File: src/rtl/mmcam_pkg.sv
`default_nettype none
// ============================================================================
// Package : mmcam_pkg
// Brief   : Shared token layout, FSM encoding and store entry type for the
//           matching-memory CAM stage.
// Revision: 1.0 - initial release
// ============================================================================
package mmcam_pkg;

  localparam int C_COLOR_W = 6;
  localparam int C_GEN_W   = 4;
  localparam int C_DEST_W  = 8;
  localparam int C_KEY_W   = C_COLOR_W + C_GEN_W + C_DEST_W;
  localparam int C_DATA_W  = 16;

  // Key field offsets inside the key: {color, gen, dest}
  localparam int C_DEST_LSB  = 0;
  localparam int C_GEN_LSB   = C_DEST_LSB + C_DEST_W;
  localparam int C_COLOR_LSB = C_GEN_LSB + C_GEN_W;

  // Token packet layout: {lr, key, data}
  localparam int C_TOK_DATA_LSB = 0;
  localparam int C_TOK_KEY_LSB  = C_TOK_DATA_LSB + C_DATA_W;
  localparam int C_TOK_LR_BIT   = C_TOK_KEY_LSB + C_KEY_W;
  localparam int C_TOK_W        = C_TOK_LR_BIT + 1;

  typedef enum logic [1:0] {
    IDLE   = 2'd0,
    LOOKUP = 2'd1,
    FIRE   = 2'd2
  } state_t;

  typedef struct packed {
    logic                valid;
    logic [C_KEY_W-1:0]  key;
    logic                lr;
    logic [C_DATA_W-1:0] data;
  } entry_t;

  function automatic logic [C_KEY_W-1:0] key_make(
    input logic [C_COLOR_W-1:0] color,
    input logic [C_GEN_W-1:0]   gen,
    input logic [C_DEST_W-1:0]  dest
  );
    logic [C_KEY_W-1:0] k;
    k = '0;
    k[C_COLOR_LSB +: C_COLOR_W] = color;
    k[C_GEN_LSB   +: C_GEN_W]   = gen;
    k[C_DEST_LSB  +: C_DEST_W]  = dest;
    return k;
  endfunction

  function automatic entry_t tok_to_entry(input logic [C_TOK_W-1:0] tok);
    entry_t e;
    e.valid = 1'b1;
    e.key   = tok[C_TOK_KEY_LSB +: C_KEY_W];
    e.lr    = tok[C_TOK_LR_BIT];
    e.data  = tok[C_TOK_DATA_LSB +: C_DATA_W];
    return e;
  endfunction

endpackage
`default_nettype wire

File: src/rtl/mmcam_pri_enc.sv
`default_nettype none
// ============================================================================
// Module  : mmcam_pri_enc
// Brief   : Lowest-index-first priority encoder with found flag.
// Revision: 1.0 - initial release
// ============================================================================
module mmcam_pri_enc #(
  parameter int WIDTH = 8
) (
  input  logic [WIDTH-1:0]         i_req,
  output logic [$clog2(WIDTH)-1:0] o_idx,
  output logic                     o_found
);

  localparam int c_IDX_W = $clog2(WIDTH);

  // Scan downwards so the lowest set bit is the last one written.
  always_comb begin
    o_idx   = '0;
    o_found = 1'b0;
    for (int i = WIDTH - 1; i >= 0; i--) begin
      if (i_req[i]) begin
        o_idx   = c_IDX_W'(i);
        o_found = 1'b1;
      end
    end
  end

endmodule
`default_nettype wire

File: src/rtl/mmcam_match_ctrl.sv
`default_nettype none
// ============================================================================
// Module  : mmcam_match_ctrl
// Brief   : Matching-memory CAM controller: pairs L/R tokens sharing a key,
//           stores unmatched tokens, emits fired operand pairs.
// Revision: 1.0 - initial release
// ============================================================================
module mmcam_match_ctrl
  import mmcam_pkg::*;
#(
  parameter int DEPTH  = 8,
  parameter int KEY_W  = C_KEY_W,
  parameter int DATA_W = C_DATA_W
) (
  input  logic                       CP,
  input  logic                       MR,
  input  logic                       IN_VALID,
  output logic                       IN_READY,
  input  logic [KEY_W-1:0]           IN_KEY,
  input  logic                       IN_LR,
  input  logic [DATA_W-1:0]          IN_DATA,
  output logic                       OUT_VALID,
  input  logic                       OUT_READY,
  output logic [KEY_W-1:0]           OUT_KEY,
  output logic [DATA_W-1:0]          OUT_DATA_L,
  output logic [DATA_W-1:0]          OUT_DATA_R,
  input  logic                       FLUSH,
  input  logic                       OVF_CLR,
  output logic                       OVERFLOW,
  output logic [$clog2(DEPTH+1)-1:0] COUNT
);

  localparam int c_IDX_W = $clog2(DEPTH);
  localparam int c_CNT_W = $clog2(DEPTH + 1);
  localparam logic [c_CNT_W-1:0] c_CNT_ONE = c_CNT_W'(1);

  state_t r_state;
  state_t w_state_nxt;

  logic [KEY_W-1:0]  r_hold_key;
  logic              r_hold_lr;
  logic [DATA_W-1:0] r_hold_data;

  logic [DEPTH-1:0]  r_valid;
  logic [KEY_W-1:0]  r_key  [DEPTH];
  logic [DEPTH-1:0]  r_lr;
  logic [DATA_W-1:0] r_data [DEPTH];

  logic               r_out_valid;
  logic [KEY_W-1:0]   r_out_key;
  logic [DATA_W-1:0]  r_out_l;
  logic [DATA_W-1:0]  r_out_r;
  logic               r_ovf;
  logic [c_CNT_W-1:0] r_count;

  logic [DEPTH-1:0]   w_hit_vec;
  logic [DEPTH-1:0]   w_free_vec;
  logic [c_IDX_W-1:0] w_hit_idx;
  logic [c_IDX_W-1:0] w_free_idx;
  logic               w_hit_found;
  logic               w_free_found;
  logic               w_accept;
  logic               w_flush;
  logic               w_fire;
  logic               w_store;
  logic               w_drop;
  logic               w_handshake;

  for (genvar gi = 0; gi < DEPTH; gi++) begin : g_cmp
    assign w_hit_vec[gi] = r_valid[gi] && (r_key[gi] == r_hold_key) && (r_lr[gi] != r_hold_lr);
  end

  assign w_free_vec = ~r_valid;

  mmcam_pri_enc #(.WIDTH(DEPTH)) u_hit_enc (
    .i_req   (w_hit_vec),
    .o_idx   (w_hit_idx),
    .o_found (w_hit_found)
  );

  mmcam_pri_enc #(.WIDTH(DEPTH)) u_free_enc (
    .i_req   (w_free_vec),
    .o_idx   (w_free_idx),
    .o_found (w_free_found)
  );

  assign w_accept    = (r_state == IDLE) && IN_VALID;
  assign w_flush     = (r_state == IDLE) && !IN_VALID && FLUSH;
  assign w_fire      = (r_state == LOOKUP) && w_hit_found;
  assign w_store     = (r_state == LOOKUP) && !w_hit_found && w_free_found;
  assign w_drop      = (r_state == LOOKUP) && !w_hit_found && !w_free_found;
  assign w_handshake = (r_state == FIRE) && r_out_valid && OUT_READY;

  // IN_READY is gated by MR so the source sees "not ready" while held in reset.
  always_comb begin
    w_state_nxt = r_state;
    IN_READY    = 1'b0;
    case (r_state)
      IDLE: begin
        IN_READY = MR;
        if (IN_VALID) w_state_nxt = LOOKUP;
      end
      LOOKUP:  w_state_nxt = w_hit_found ? FIRE : IDLE;
      FIRE:    if (OUT_READY) w_state_nxt = IDLE;
      default: w_state_nxt = IDLE;
    endcase
  end

  always_ff @(posedge CP or negedge MR) begin
    if (!MR) begin
      r_state     <= IDLE;
      r_valid     <= '0;
      r_count     <= '0;
      r_ovf       <= 1'b0;
      r_out_valid <= 1'b0;
      r_out_key   <= '0;
      r_out_l     <= '0;
      r_out_r     <= '0;
    end else begin
      r_state <= w_state_nxt;
      // A new drop outranks a simultaneous clear.
      r_ovf   <= w_drop | (r_ovf & ~OVF_CLR);

      if (w_flush) begin
        r_valid <= '0;
        r_count <= '0;
      end else if (w_store) begin
        r_valid[w_free_idx] <= 1'b1;
        r_count             <= r_count + c_CNT_ONE;
      end else if (w_fire) begin
        r_valid[w_hit_idx] <= 1'b0;
        r_count            <= r_count - c_CNT_ONE;
      end

      if (w_fire) begin
        r_out_valid <= 1'b1;
        r_out_key   <= r_hold_key;
        r_out_l     <= r_hold_lr ? r_data[w_hit_idx] : r_hold_data;
        r_out_r     <= r_hold_lr ? r_hold_data : r_data[w_hit_idx];
      end else if (w_handshake) begin
        r_out_valid <= 1'b0;
      end
    end
  end

  // Payload storage carries no reset; validity lives in r_valid.
  always_ff @(posedge CP) begin
    if (w_accept) begin
      r_hold_key  <= IN_KEY;
      r_hold_lr   <= IN_LR;
      r_hold_data <= IN_DATA;
    end
    if (w_store) begin
      r_key[w_free_idx]  <= r_hold_key;
      r_lr[w_free_idx]   <= r_hold_lr;
      r_data[w_free_idx] <= r_hold_data;
    end
  end

  assign OUT_VALID  = r_out_valid;
  assign OUT_KEY    = r_out_key;
  assign OUT_DATA_L = r_out_l;
  assign OUT_DATA_R = r_out_r;
  assign OVERFLOW   = r_ovf;
  assign COUNT      = r_count;

endmodule
`default_nettype wire

File: config.mk
export PLATFORM = sky130hd
export DESIGN_NAME = mmcam_match_ctrl
export DESIGN_NICKNAME = d
export VERILOG_FILES = /design/src/rtl/mmcam_pkg.sv /design/src/rtl/mmcam_pri_enc.sv /design/src/rtl/mmcam_match_ctrl.sv
export SDC_FILE = /design/constraint.sdc
export NUM_CORES = 1
export LEC_CHECK = 0
export BUFFER_PORTS_ARGS = -buffer_cell sky130_fd_sc_hd__buf_4
export CORE_ASPECT_RATIO = 0.75
export CORE_MARGIN = 1.5
export CORE_UTILIZATION = 60
export CTS_CLUSTER_DIAMETER = 80
export DETAILED_ROUTE_END_ITERATION = 6
export GPL_ROUTABILITY_DRIVEN = 0
export PLACE_DENSITY = 0.79
export SLEW_MARGIN = 20
export SYNTH_ARGS = -nofsm -noshare
export SYNTH_HDL_FRONTEND = slang
export SYNTH_HIERARCHICAL = 1
export SYNTH_SLANG_ARGS = --single-unit
File: constraint.sdc
create_clock -name CP -period 6.3 [get_ports CP]
set_clock_uncertainty 0.1 [all_clocks]
set_input_delay 1.26 -clock CP [delete_from_list [all_inputs] [get_ports CP]]
set_output_delay 1.26 -clock CP [all_outputs]
set_load 0.02 [all_outputs]
==> out/results.tsv <==
stage	metric	value	unit
outcome	status	finished clean	
clock_tree	cts_tree	yes	
clock_tree	cts_buffers	37	
routing	vias_per_cell	6.15	
power	p_per_area	319	nW/µm²
synth	synth_area	15500	µm²
routing	ant_nets	0	
setup_path	r2r-start	r_hold_key[8]$_DFFE_PP_	
clock_tree	clk_latency	0.52	ns
die	core	25100	µm²
sta	slew_violations	0	
final_layout	instances_no_fill	1478	
synth	synthCells	1012	
synth	synthTopCellsByArea	edfxtp_1 61%, dfrtp_1 11%, xor2_1 5.6%	
final_layout	nNetsFinal	1155	
sta	holdWs	0.375	ns
routing	drt_iter0_markers	1210	
setup_path	cp-end-kind	flop	
setup_path	worstPathRequired	6.61	ns
flow_run	maxCapViolations	0	
synth	synth-edff-count	315	
die	start_util	61.6	%
synth	yosys.area_share.adder	0.162	%
global_routing	grt_pass1_wl	53.2	mm
die	die_h	142	µm
clock_tree	path_clk_slew	0.06	ns
global_routing	overflow	0	
routing	wirelength	34.8	mm
global_routing	grt_pass1_vias	8858	
sta	max_freq	196	MHz
setup_path	crit_fanout	46	
clock_tree	cts_sinks	381	
sta	worst_slew_pin_slew	0.992	ns
synth	async_reset_ff_share	17.3	%
routing	drc	0	
die	placementRows	50	
synth	yosysMostFrequentCell	edfxtp_1	
setup_path	worstSetupPathType	flop to flop	
hold_path	min_path_type	flop to flop	
die	io_pins	98	
global_routing	grt_start_max_net_pins	68	
synth	syn-num-nets	1055	
sta	maxSlewHeadroom	33.0	%
place	dp_hpwl	21.5	mm
power	power	5.68	mW
sta	tns	0	ns
clock_tree	h-tree-depth	2	
synth	synthMuxAreaShare	4.02	%
clock_tree	clk_path_buf_depth	3	
global_routing	grt_util_all_layers	26.6	%
final_layout	drive_gt1_share	17.8	%
synth	synth_top_family_by_area	XOR/XNOR gates	
synth	yosysSeqAreaShare	71.7	%
setup_path	rr_endpoint	OUT_DATA_L[2]$_DFFE_PN0P_	
synth	synth_top_area_share	61.1	%
sta	setup_ws	1.21	ns
setup_path	cp-endpoint	OUT_DATA_L[2]$_DFFE_PN0P_	
synth	yosysWarnings	6	
synth	syn_area_per_cell	15.3	µm²
place	io_buffers	97	
synth	yosys.area.top_type	edfxtp_1	
place	preCtsSetupSlack	1.09	ns
sta	timing.final.crit_share	80.9	%
setup_path	cp.arrival	5.41	ns
sta	fin_crit	5.09	ns
die	die_width	189	µm
clock_tree	post_cts_buffers	0	
final_layout	diodes	0	
sta	setup_viol	0	
setup_path	r2r_cells	11	
power	leakagePower	6.39	nW
setup_path	rrSetupSlack	1.21	ns
routing	drt-pass1-iter-count	5	
die	die-area	26800	µm²
power	ir_drop	232	µV
final_layout	area_growth	15.1	%
synth	synth_simple_gate_area_share	7.68	%
setup_path	startpoint	r_hold_key[8]$_DFFE_PP_	
synth	synth-compound-area-share	5.62	%
synth	synth_seq_cells	381	
sta	rsz0062_at_grt	false	
global_routing	antenna_found_initial	0	
synth	synthXorXnorAreaFrac	8.71	%
sta	hold_viol	0	
clock_tree	hold_buffers	0	
setup_path	startpoint_type	flop	
place	place_inst	1411	
synth	synth_commonest_cells	315 x edfxtp_1, 99 x xor2_1, 82 x nand2_1	
clock_tree	cts_resized	0	
routing	wire_per_inst	23.5	µm
synth	synth_cell_types	61	
clock_tree	cts_root_buffer	clkbuf_16	
synth	ys.flop_type	edfxtp_1	
routing	vias	9096	
[flip-flops by register name, summed over array words and instances (netlist names)]
register     count
r_key          144
r_data         128
OUT_KEY         18
r_hold_key      18
OUT_DATA_L      16
OUT_DATA_R      16
r_hold_data     16
r_lr             8
r_valid          8
COUNT            4
r_state          2
OUT_VALID        1
OVERFLOW         1
r_hold_lr        1
[cell usage in the layout (no fill, tap or decap), types with 5 or more instances in the layout]
cell type / Yosys / layout
nor2_1: 18 / 12
and3_1: 10 / 10
nor4_1: 30 / 30
inv_1: 18 / 18
nor2_4: 0 / 6
nor3_1: 10 / 8
xor2_1: 99 / 99
buf_4: 1 / 113
or3_1: 14 / 14
nand3_1: 9 / 9
edfxtp_1: 315 / 315
mux2_2: 5 / 5
clkbuf_16: 0 / 37
mux4_2: 6 / 6
a21o_1: 9 / 9
xnor2_1: 55 / 55
o21ai_0: 43 / 43
dfrtp_1: 66 / 66
nand2b_1: 9 / 9
o31ai_1: 7 / 7
o221a_2: 7 / 7
clkinv_1: 0 / 9
nand4_1: 17 / 17
nand3b_1: 5 / 5
mux4_1: 8 / 8
mux2i_1: 22 / 22
clkbuf_1: 27 / 8
a31oi_1: 21 / 21
a21oi_1: 21 / 21
nand2_1: 82 / 82
[worst min-delay path by stage]
stage	depth (start not counted)	slack, ns	to	startpoint
after floorplan	1	0.39	r_valid[4]$_DFFE_PN0P_	r_valid[4]$_DFFE_PN0P_
after global placement	1	0.36	OUT_DATA_L[14]$_DFFE_PN0P_	OUT_DATA_L[14]$_DFFE_PN0P_
after detailed placement	2	0.37	OUT_KEY[13]$_DFFE_PN0P_	OUT_KEY[13]$_DFFE_PN0P_
after CTS	1	0.38	OUT_DATA_L[2]$_DFFE_PN0P_	OUT_DATA_L[2]$_DFFE_PN0P_
after global routing	1	0.40	OUT_DATA_L[3]$_DFFE_PN0P_	OUT_DATA_L[3]$_DFFE_PN0P_
final	1	0.37	OUT_DATA_L[14]$_DFFE_PN0P_	OUT_DATA_L[14]$_DFFE_PN0P_
[critical path: stages (launching register included)]
cell,delay [ns]
edfxtp_1,0.93
xor2_1,0.15
nor4_1,0.79
nand3_1,0.18
nor3_1,0.56
nor2_1,0.16
a211oi_4,0.24
buf_4,0.56
mux4_1,0.65
mux2i_1,0.32
a21oi_1,0.15
a21o_1,0.17
[logic make-up after synthesis]
group                      Yosys count
adders and majority gates            2
DFF                                381
AOI/OAI and AO/OA                  136
xor gates and xnor gates           154
buffers and inverters               71
muxes                               41
and+or+nand+nor                    227
[layout make-up]
type                    count  area [µm²]
clock buffers              48         997
clock inverters            19         198
fillers                  1626        7330
inverters                  18        67.6
multi-input cells         560        4160
flip-flops and latches    381       11100
well taps                 338         423
repair buffers            114         868
[per-stage QoR]
stage	util [%]	cell area, µm²
5_1_grt	70.9	17800
4_1_cts	70.8	17800
6_report	70.9	17800
2_1_floorplan	-	15500
3_3_place_gp	66.0	16600
3_5_place_dp	66.0	16600
[power breakdown]
part	leakage [nW]	total (mW)	internal [mW]	switching (mW)
registers	3.78	3.04	2.91	0.128
logic	2.03	0.454	0.175	0.279
clock network	0.584	2.19	1.29	0.907
[routing by layer]
layer  vias up  part of all wire, %  GRT usage [%]
li1       3989                    -              -
met1      4535                   43           40.6
met2       496                   44           39.2
met3        76                   10           5.87
met4         0                  2.2           7.18
met5         -                    0              0
Note: power is estimated with default switching activity, not from simulation.
